### config.mk
export PLATFORM = sky130hd
export DESIGN_NAME = icache_direct_mapped
export DESIGN_NICKNAME = d
export VERILOG_FILES = /design/src/rtl/icache_direct_mapped.sv
export SDC_FILE = /design/constraint.sdc
export NUM_CORES = 1
export LEC_CHECK = 0
export CAP_MARGIN = 25
export CORE_MARGIN = 4
export CORE_UTILIZATION = 35
export CTS_CLUSTER_DIAMETER = 150
export DETAILED_ROUTE_END_ITERATION = 10
export PLACE_DENSITY = 0.56
export RECOVER_POWER = 50
export SLEW_MARGIN = 20
export SYNTH_ARGS = -nofsm -noshare
export SYNTH_HDL_FRONTEND = slang
export SYNTH_SLANG_ARGS = --single-unit
### constraint.sdc
create_clock -name clk -period 6.2 [get_ports clk]
set_input_delay 1.24 -clock clk [delete_from_list [all_inputs] [get_ports clk]]
set_output_delay 1.24 -clock clk [all_outputs]
set_load 0.005 [all_outputs]
### src/rtl/icache_direct_mapped.sv
// -----------------------------------------------------------------------------
// icache_direct_mapped
//
// Direct-mapped, read-only instruction cache between the fetch stage and
// instruction memory. LINES = 2**INDEX_W lines of WORDS = 2**WOFF_W words each.
// A hit returns the instruction combinationally in the same cycle. A miss
// stalls fetch and refills the whole line, one word per req/ack beat, in
// ascending word order. A flush invalidates every line. Saturating hit/miss
// counters are provided for performance monitoring.
//
// Address split: [ tag | index | word | 2'b00 ]
//
// Ports
//   clk        in   1       clock, all state updates on posedge
//   reset      in   1       asynchronous active-low reset
//   cpu_req    in   1       fetch request valid
//   cpu_addr   in   ADDR_W  fetch byte address, bits [1:0] ignored
//   cpu_instr  out  DATA_W  instruction, valid when cpu_ready=1 (else 0)
//   cpu_ready  out  1       hit this cycle
//   cpu_stall  out  1       fetch must hold PC
//   flush      in   1       invalidate all lines
//   mem_req    out  1       refill beat request, held until acked
//   mem_addr   out  ADDR_W  word-aligned beat address (0 when idle)
//   mem_ack    in   1       one-cycle pulse, mem_rdata valid
//   mem_rdata  in   DATA_W  refill data
//   hit_cnt    out  CNT_W   saturating count of hit cycles
//   miss_cnt   out  CNT_W   saturating count of misses
// -----------------------------------------------------------------------------
module icache_direct_mapped #(
    parameter int ADDR_W  = 32,
    parameter int DATA_W  = 32,
    parameter int INDEX_W = 2,
    parameter int WOFF_W  = 2,
    parameter int CNT_W   = 16
) (
    input  logic              clk,
    input  logic              reset,
    input  logic              cpu_req,
    input  logic [ADDR_W-1:0] cpu_addr,
    output logic [DATA_W-1:0] cpu_instr,
    output logic              cpu_ready,
    output logic              cpu_stall,
    input  logic              flush,
    output logic              mem_req,
    output logic [ADDR_W-1:0] mem_addr,
    input  logic              mem_ack,
    input  logic [DATA_W-1:0] mem_rdata,
    output logic [CNT_W-1:0]  hit_cnt,
    output logic [CNT_W-1:0]  miss_cnt
);

    localparam int TAG_W = ADDR_W - INDEX_W - WOFF_W - 2;
    localparam int LINES = 1 << INDEX_W;
    localparam int WORDS = 1 << WOFF_W;
    localparam logic [CNT_W-1:0] CNT_MAX = '1;

    typedef enum logic {
        S_IDLE,
        S_FILL
    } state_t;

    state_t r_state;
    state_t w_state_next;

    // Tag and data storage carry no reset; the valid bits alone gate their use.
    logic [TAG_W-1:0]  r_tag  [LINES];
    logic [DATA_W-1:0] r_data [LINES*WORDS];

    logic [TAG_W-1:0]   r_fill_tag;
    logic [INDEX_W-1:0] r_fill_idx;
    logic [WOFF_W-1:0]  r_beat;
    logic               r_flush_pend;
    logic [CNT_W-1:0]   r_hit_cnt;
    logic [CNT_W-1:0]   r_miss_cnt;

    logic [LINES-1:0]   w_valid;
    logic [TAG_W-1:0]   w_tag;
    logic [INDEX_W-1:0] w_idx;
    logic [WOFF_W-1:0]  w_word;
    logic               w_idle;
    logic               w_hit;
    logic               w_ready;
    logic               w_miss_start;
    logic               w_beat_done;
    logic               w_last_beat;
    logic               w_clear_all;
    logic               w_unused;

    // ------------------------------------------------------------------
    // Combinational lookup
    // ------------------------------------------------------------------
    assign w_tag    = cpu_addr[ADDR_W-1 -: TAG_W];
    assign w_idx    = cpu_addr[WOFF_W+2 +: INDEX_W];
    assign w_word   = cpu_addr[2 +: WOFF_W];
    assign w_unused = ^cpu_addr[1:0];

    assign w_idle       = (r_state == S_IDLE);
    assign w_hit        = w_valid[w_idx] && (r_tag[w_idx] == w_tag);
    assign w_ready      = cpu_req && w_idle && w_hit && !flush;
    // A flush cycle never starts a refill, even on a miss.
    assign w_miss_start = cpu_req && w_idle && !w_hit && !flush;
    // Acks are only meaningful while a refill is in flight.
    assign w_beat_done  = (r_state == S_FILL) && mem_ack;
    assign w_last_beat  = w_beat_done && (r_beat == WOFF_W'(WORDS - 1));
    // A flush seen at any point of a refill (including its final edge)
    // also wipes the line being filled.
    assign w_clear_all  = (w_idle && flush) ||
                          (w_last_beat && (r_flush_pend || flush));

    assign cpu_ready = w_ready;
    assign cpu_stall = cpu_req && !w_ready;
    assign cpu_instr = w_ready ? r_data[{w_idx, w_word}] : '0;
    assign hit_cnt   = r_hit_cnt;
    assign miss_cnt  = r_miss_cnt;

    // ------------------------------------------------------------------
    // FSM: next state and memory-side outputs
    // ------------------------------------------------------------------
    always_comb begin
        w_state_next = r_state;
        mem_req      = 1'b0;
        mem_addr     = '0;
        case (r_state)
            S_IDLE: begin
                if (w_miss_start) begin
                    w_state_next = S_FILL;
                end
            end
            S_FILL: begin
                mem_req  = 1'b1;
                mem_addr = {r_fill_tag, r_fill_idx, r_beat, 2'b00};
                if (w_last_beat) begin
                    w_state_next = S_IDLE;
                end
            end
            default: w_state_next = S_IDLE;
        endcase
    end

    always_ff @(posedge clk or negedge reset) begin
        if (!reset) begin
            r_state      <= S_IDLE;
            r_fill_tag   <= '0;
            r_fill_idx   <= '0;
            r_beat       <= '0;
            r_flush_pend <= 1'b0;
            r_hit_cnt    <= '0;
            r_miss_cnt   <= '0;
        end else begin
            r_state <= w_state_next;

            if (w_miss_start) begin
                r_fill_tag <= w_tag;
                r_fill_idx <= w_idx;
                r_beat     <= '0;
                if (r_miss_cnt != CNT_MAX) begin
                    r_miss_cnt <= r_miss_cnt + CNT_W'(1);
                end
            end

            // Natural wrap returns the counter to 0 after the last word.
            if (w_beat_done) begin
                r_beat <= r_beat + WOFF_W'(1);
            end

            if (r_state == S_FILL) begin
                r_flush_pend <= (r_flush_pend || flush) && !w_last_beat;
            end

            if (w_ready && (r_hit_cnt != CNT_MAX)) begin
                r_hit_cnt <= r_hit_cnt + CNT_W'(1);
            end
        end
    end

    // ------------------------------------------------------------------
    // Per-line valid bits
    // ------------------------------------------------------------------
    genvar gi;
    generate
        for (gi = 0; gi < LINES; gi++) begin : g_valid
            logic r_v;
            always_ff @(posedge clk or negedge reset) begin
                if (!reset) begin
                    r_v <= 1'b0;
                end else if (w_clear_all) begin
                    r_v <= 1'b0;
                end else if (w_last_beat && (r_fill_idx == INDEX_W'(gi))) begin
                    r_v <= 1'b1;
                end
            end
            assign w_valid[gi] = r_v;
        end
    endgenerate

    // ------------------------------------------------------------------
    // Tag/data arrays: written during refill, read asynchronously so a
    // hit is answered in the same cycle.
    // ------------------------------------------------------------------
    always_ff @(posedge clk) begin
        if (w_beat_done) begin
            r_data[{r_fill_idx, r_beat}] <= mem_rdata;
        end
        if (w_last_beat) begin
            r_tag[r_fill_idx] <= r_fill_tag;
        end
    end

endmodule
## Word level (Yosys, flattened, before mapping)

Memories as Yosys holds them, arrays and structs flattened.
Index checks and enable logic that the tools add are counted.

- Register bits: 68
- Memory bits (writable): 616
- Input bits: 69
- Output and inout bits: 99
- Logic and storage cells: 77
- Memories kept: 2

Memory list:

| name | depth | bits a word | read ports | clocked after memory_dff | wr ports | RTL line | RTL |
|---|---|---|---|---|---|---|---|
| r_data | 16 | 32 | 1 | 0 | 1 | 67 | `logic [DATA_W-1:0] r_data [LINES*WORDS];` |
| r_tag | 4 | 26 | 1 | 0 | 1 | 66 | `logic [TAG_W-1:0] r_tag [LINES];` |

- Add/sub/neg operators: 3
- Magnitude comparators: 1
- Equality and inequality tests: 7
- Mux-type cells: 22
- Bitwise gates (word level): 1
- Reductions and logical operators: 30

Operator list:

| operator | count |
|---|---|
| $mux W32 | 2 |
| $add A16 B1 Y16 const B | 2 |
| $ne A16 B16 Y1 const B | 2 |
| $eq A26 B26 Y1 | 1 |
| $logic_and A1 B1 Y1 | 17 |
| $mux W1 | 16 |
| $reduce_bool A2 Y1 | 5 |
| $eq A2 B2 Y1 const B | 3 |
| $logic_not A1 Y1 | 4 |
| $mux W2 | 2 |
| $lt A2 B3 Y1 const B | 1 |
| $add A2 B1 Y2 const B | 1 |
| $bmux W1 S2 | 1 |
| $eq A2 B1 Y1 const B | 1 |
| $logic_not A2 Y1 | 1 |
| $logic_or A1 B1 Y1 | 2 |
| $pmux W1 S2 | 1 |
| $reduce_and A2 Y1 | 1 |
| $not A1 Y1 | 1 |

## Longest topological paths before layout

- Depth in word-level cells: 8
- Gate-level depth with buffers: 14
- Depth with buffers taken out: 8

## Worst setup path before layout

Ideal clock, no wire load.

- Path kind: input to output
- Start point: input cpu_addr[4]
- End point: output cpu_stall
- Arrival time: 3.767 ns
- Data required time: 4.960 ns
- Setup slack: 1.193 ns
- Cell stages on the path: 10
- Buffers on the path: 3
- Cell sequence: buf_6 -> mux4_1 -> xnor2_1 -> nand3_1 -> or4_1 -> or4_4 -> or2_4 -> buf_6 -> clkbuf_1 -> and2_1

- Longest elaborated chain between the ends: 7
- Elaborated cells between the ends (all ways): 9
- Classes of those cells: eq/ne: 1; mux: 2; reduce/logical: 5; memory: 1

RTL lines:

| what | RTL line | RTL |
|---|---|---|
| start, declared | 39 | `input logic [ADDR_W-1:0] cpu_addr,` |
| $mem_v2 Z4 W26 / $bmux W1 S2 (equally long branches) | - |  |
| $eq A26 B26 Y1 / $mux W1 (equally long branches) | 98 | `assign w_hit = w_valid[w_idx] && (r_tag[w_idx] == w_tag);` |
| $logic_and A1 B1 Y1 (*) | 98 |  |
| $logic_and A1 B1 Y1 (*) (2 in a row) | 99 | `assign w_ready = cpu_req && w_idle && w_hit && !flush;` |
| $logic_not A1 Y1 (*) | 111 | `assign cpu_stall = cpu_req && !w_ready;` |
| $logic_and A1 B1 Y1 (*) | 111 |  |
| end, declared | 42 | `output logic cpu_stall,` |

Mark *: on every way between the ends. The rest lies on a longest branch, timed or not. The select of a mux whose other input is x is not followed.

## Worst setup path in the final report

- Start point: input cpu_addr[4]
- End point: output cpu_instr[27]

- Longest elaborated chain between the ends: 6
- Elaborated cells between the ends (all ways): 9
- Classes of those cells: eq/ne: 1; mux: 3; reduce/logical: 3; memory: 2

RTL lines:

| what | RTL line | RTL |
|---|---|---|
| $mem_v2 Z4 W26 / $bmux W1 S2 (equally long branches) | - |  |
| $eq A26 B26 Y1 / $mux W1 (equally long branches) | 98 |  |
| $logic_and A1 B1 Y1 | 98 |  |
| $logic_and A1 B1 Y1 (2 in a row) | 99 |  |
| $mux W32 (*) | 112 | `assign cpu_instr = w_ready ? r_data[{w_idx, w_word}] : '0;` |
| end, declared | 40 | `output logic [DATA_W-1:0] cpu_instr,` |

Marks and branches as above.

==> flow_metrics.py <==
metrics = {
    "status": {
        "status": "finished with violations",
        "violated_checks": "max-capacitance violations, max-slew violations",
    },
    "clocking": {
        "cts_tree": "built",
        "cts.repair_timing.setup_buffer_count": 0,
        "path_clk_slew_ps": 50,
        "clock_sink_count": 684,
        "ctsRootBufferMaster": "sky130_fd_sc_hd__clkbuf_16",
        "cts.htree.levels": 3,
        "ctsLongestPathBuffers": 3,
        "tritoncts.num_buffers": 75,
        "cts.repair.resized": 0,
        "clock_insertion_delay_worst_skew_ps": 650,
        "cts_hold_buffers": 0,
    },
    "global_routing": {
        "grt_max_degree": 69,
        "congestion_overflow_gr": 0,
        "global_route_wire_length_before_repair_um": 92600,
        "first_global_vias": 13900,
        "grt.total_usage_pct": 15.4,
        "antenna_found_initial": 17,
    },
    "setup_path": {
        "worst_setup_path_startpoint": "cpu_addr[4]",
        "arrival_ps": 4660,
        "cp_cell_sequence": "buf_4 > mux4_1 > xnor2_1 > nand3_1 > or4_1 > or4_4 > or2_4 > nor2b_1 > clkdlybuf4s50_1",
        "crit_required_ps": 4960,
        "crit_path_start_kind": "primary input",
        "timing.critical_path.to_type": "output pin",
        "worst_path_largest_cell_delay_ps": 620,
        "worst_path_max_delay_cell": "sky130_fd_sc_hd__mux4_1",
        "worst-path-max-fanout": 35,
        "criticalPathCategory": "primary input to output pin",
        "critical_path.reg2reg.startpoint": "r_tag[1][14]",
    },
    "yosys": {
        "synth_flop_cell": "sky130_fd_sc_hd__edfxtp_1",
        "netlist.area_leader.share_pct": 68.5,
        "yosys_warnings": 0,
        "synth_area_leader_cell": "sky130_fd_sc_hd__edfxtp_1",
        "yosysSeqAreaShare_pct": 74.8,
        "post_synth.cell_area_avg_um2": 21.0,
        "synth-edff-count": 616,
        "yosys-top-cells-area": "sky130_fd_sc_hd__edfxtp_1 (68%), sky130_fd_sc_hd__mux4_2 (14%), sky130_fd_sc_hd__dfrtp_1 (6.3%), sky130_fd_sc_hd__mux2_2 (1.3%), sky130_fd_sc_hd__mux2i_1 (0.89%)",
        "cell_count_after_synthesis": 1286,
        "ys_async_sr_fraction_pct": 9.94,
        "cell_area_after_synthesis_um2": 27000,
        "synth_cell_type_count": 61,
        "synth_seq_cells": 684,
    },
    "die": {
        "number_of_standard_cell_rows_in_the_floorplan": 101,
        "ioPinCount": 168,
        "chipHeight_um": 286,
        "design.core.area_um2": 76200,
        "fp.dieW_um": 286,
        "die_area_um2": 81700,
        "floorplan.initialDensity_pct": 35.5,
    },
    "route": {
        "detailedRoute.firstPassIterationCount": 5,
        "detail_route.iter0.violations": 1206,
        "route.final.wire_length_um": 63100,
        "num_vias": 13200,
        "routedWlPerCell_um": 24.3,
        "route.detailed.vias_per_inst": 5.08,
        "antenna_left": 0,
        "drc_errors": 0,
    },
    "job": {
        "cap_viol_max_count": 4,
    },
    "placement": {
        "dp.final_hpwl_um": 35000,
        "buffer_ports.inserted": 163,
        "gp_congestion": 0.758,
    },
    "sta": {
        "worst_slew_pin_slew_ps": 3080,
        "timing.setup.tns_ps": 0,
        "achievable-frequency_mhz": 169,
        "min_period_over_period_pct": 95.2,
        "grt_setup_unrepaired": "no",
        "max_slew_violation_count": 103,
        "clock_skew_ps": 46.5,
        "finalSetupViolations": 0,
        "fin_crit_ps": 5900,
        "hold_viol": 0,
        "relSlewSlack_pct": -105,
    },
    "finish": {
        "finalNetCount": 1578,
        "fillCellCount": 6626,
        "post_route_cells_drive_above_1_share_pct": 25.3,
        "area_delta_synth_final_pct": 20.6,
    },
    "power": {
        "static-leakage-power_nw": 10.6,
        "power_per_cell_area_nw_per_um2": 355,
        "report.power.total_w": 0.0116,
        "peakVddDrop_v": 0.000232,
    },
    "worst_hold_path": {
        "min-delay-path-class": "flip-flop to flip-flop",
        "timing.hold.worst.start": "hit_cnt[5]",
    },
}
synth_stat cells, types with 7 or more instances:
master                     number
sky130_fd_sc_hd__a21oi_1        8
sky130_fd_sc_hd__and2_1        33
sky130_fd_sc_hd__xor2_1        23
sky130_fd_sc_hd__nor3_1        14
sky130_fd_sc_hd__nand3_1       18
sky130_fd_sc_hd__nand2_1       35
sky130_fd_sc_hd__clkbuf_1      37
sky130_fd_sc_hd__dfrtp_1       68
sky130_fd_sc_hd__edfxtp_1     616
sky130_fd_sc_hd__mux4_2       171
sky130_fd_sc_hd__mux2_2        31
sky130_fd_sc_hd__o21ai_0       11
sky130_fd_sc_hd__mux2i_1       24
sky130_fd_sc_hd__inv_1         13
sky130_fd_sc_hd__nor2_1        26
sky130_fd_sc_hd__nand4_1        7
sky130_fd_sc_hd__xnor2_1       13
sky130_fd_sc_hd__nor2b_1       32
sky130_fd_sc_hd__buf_2         10
sky130_fd_sc_hd__buf_1          9
sequential cells by signal, indices dropped and copies added (netlist names):
signal and count:
r_fill_tag 26, hit_cnt 16, r_tag 104, r_flush_pend 1, r_fill_idx 2, r_state 1, g_valid.r_v 4, r_beat 2
miss_cnt 16, r_data 512
layer usage:
layer	wire [um]	track usage (%)
met1	27600	21.2
met2	30900	25.1
met3	3560	3.41
met4	1000	3.59
met5	50	0
stage by stage:
step | instances | utilization, % | instance area [um2] | setup slack, ps | hold WS, ps
floorplan | 1287 | - | 27000 | 1190 | 459
global route | 2595 | 42.8 | 32600 | 46.5 | 498
global placement | 2455 | 39.5 | 30100 | 271 | 470
detailed placement | 2455 | 39.5 | 30100 | 262 | 477
finish | 2598 | 42.8 | 32600 | 295 | 485
CTS | 2593 | 42.8 | 32600 | 232 | 488
cells by family after synthesis:
| group | synth area share [%] |
|---|---|
| compound gates | 1.17 |
| xor+xnor | 1.41 |
| fa+ha+maj | 0.278 |
| buf+inv | 1.28 |
| flops | 74.8 |
| mux | 16.8 |
| other cells | 0.0139 |
| simple gates | 4.32 |
path summary, 6_finish.rpt:
check / end / slack [ps] / depth (start not counted)
worst min register to register: hit_cnt[5] / 490 / 1
worst max-delay path: cpu_instr[27] / 300 / 9
worst max register to register: hit_cnt[9] / 2280 / 9
worst min-delay path: hit_cnt[5] / 490 / 1
max in group asynchronous: hit_cnt[1] / 1950 / 2
min in group asynchronous: r_fill_tag[8] / 770 / 1
cells in the final DEF (no fill, tap or decap), types with 24 or more instances in the layout:
cell / Yosys / routed
sky130_fd_sc_hd__dfrtp_1: 68 / 68
sky130_fd_sc_hd__mux2_2: 31 / 31
sky130_fd_sc_hd__mux2i_1: 24 / 24
sky130_fd_sc_hd__nor2b_1: 32 / 32
sky130_fd_sc_hd__nand2_1: 35 / 35
sky130_fd_sc_hd__mux4_2: 171 / 171
sky130_fd_sc_hd__clkdlybuf4s50_1: 0 / 125
sky130_fd_sc_hd__and2_1: 33 / 32
sky130_fd_sc_hd__buf_4: 4 / 35
sky130_fd_sc_hd__edfxtp_1: 616 / 616
sky130_fd_sc_hd__clkbuf_16: 0 / 77
sky130_fd_sc_hd__dlygate4sd3_1: 0 / 33
critical path, delay by kind of cell:
| kind | cells | cell delay [ps] |
|---|---|---|
| muxes | 1 | 620 |
| xor gates and xnor gates | 1 | 210 |
| and+or+nand+nor | 5 | 1820 |
| buffers and inverters | 2 | 730 |
final cells by class:
| type | count | area, um2 | share of cell area [%] |
|---|---|---|---|
| Timing Repair Buffer | 203 | 1990 | 6.10 |
| Tap cell | 1030 | 1290 | 3.95 |
| Inverter | 13 | 48.8 | 0.150 |
| Antenna cell | 4 | 10.0 | 0.0307 |
| Sequential cell | 684 | 20200 | 62.0 |
| Clock inverter | 41 | 433 | 1.33 |
| Clock buffer | 97 | 2040 | 6.27 |
| Multi-Input combinational cell | 526 | 6580 | 20.2 |
report_power, final:
group	switching, W	internal (W)	leakage [nW]
Sequential	0.000250	0.00555	6.41
Combinational	0.000729	0.000660	3.03
Clock	0.00185	0.00253	1.20
No activity file was read; power rests on OpenSTA's default activity.
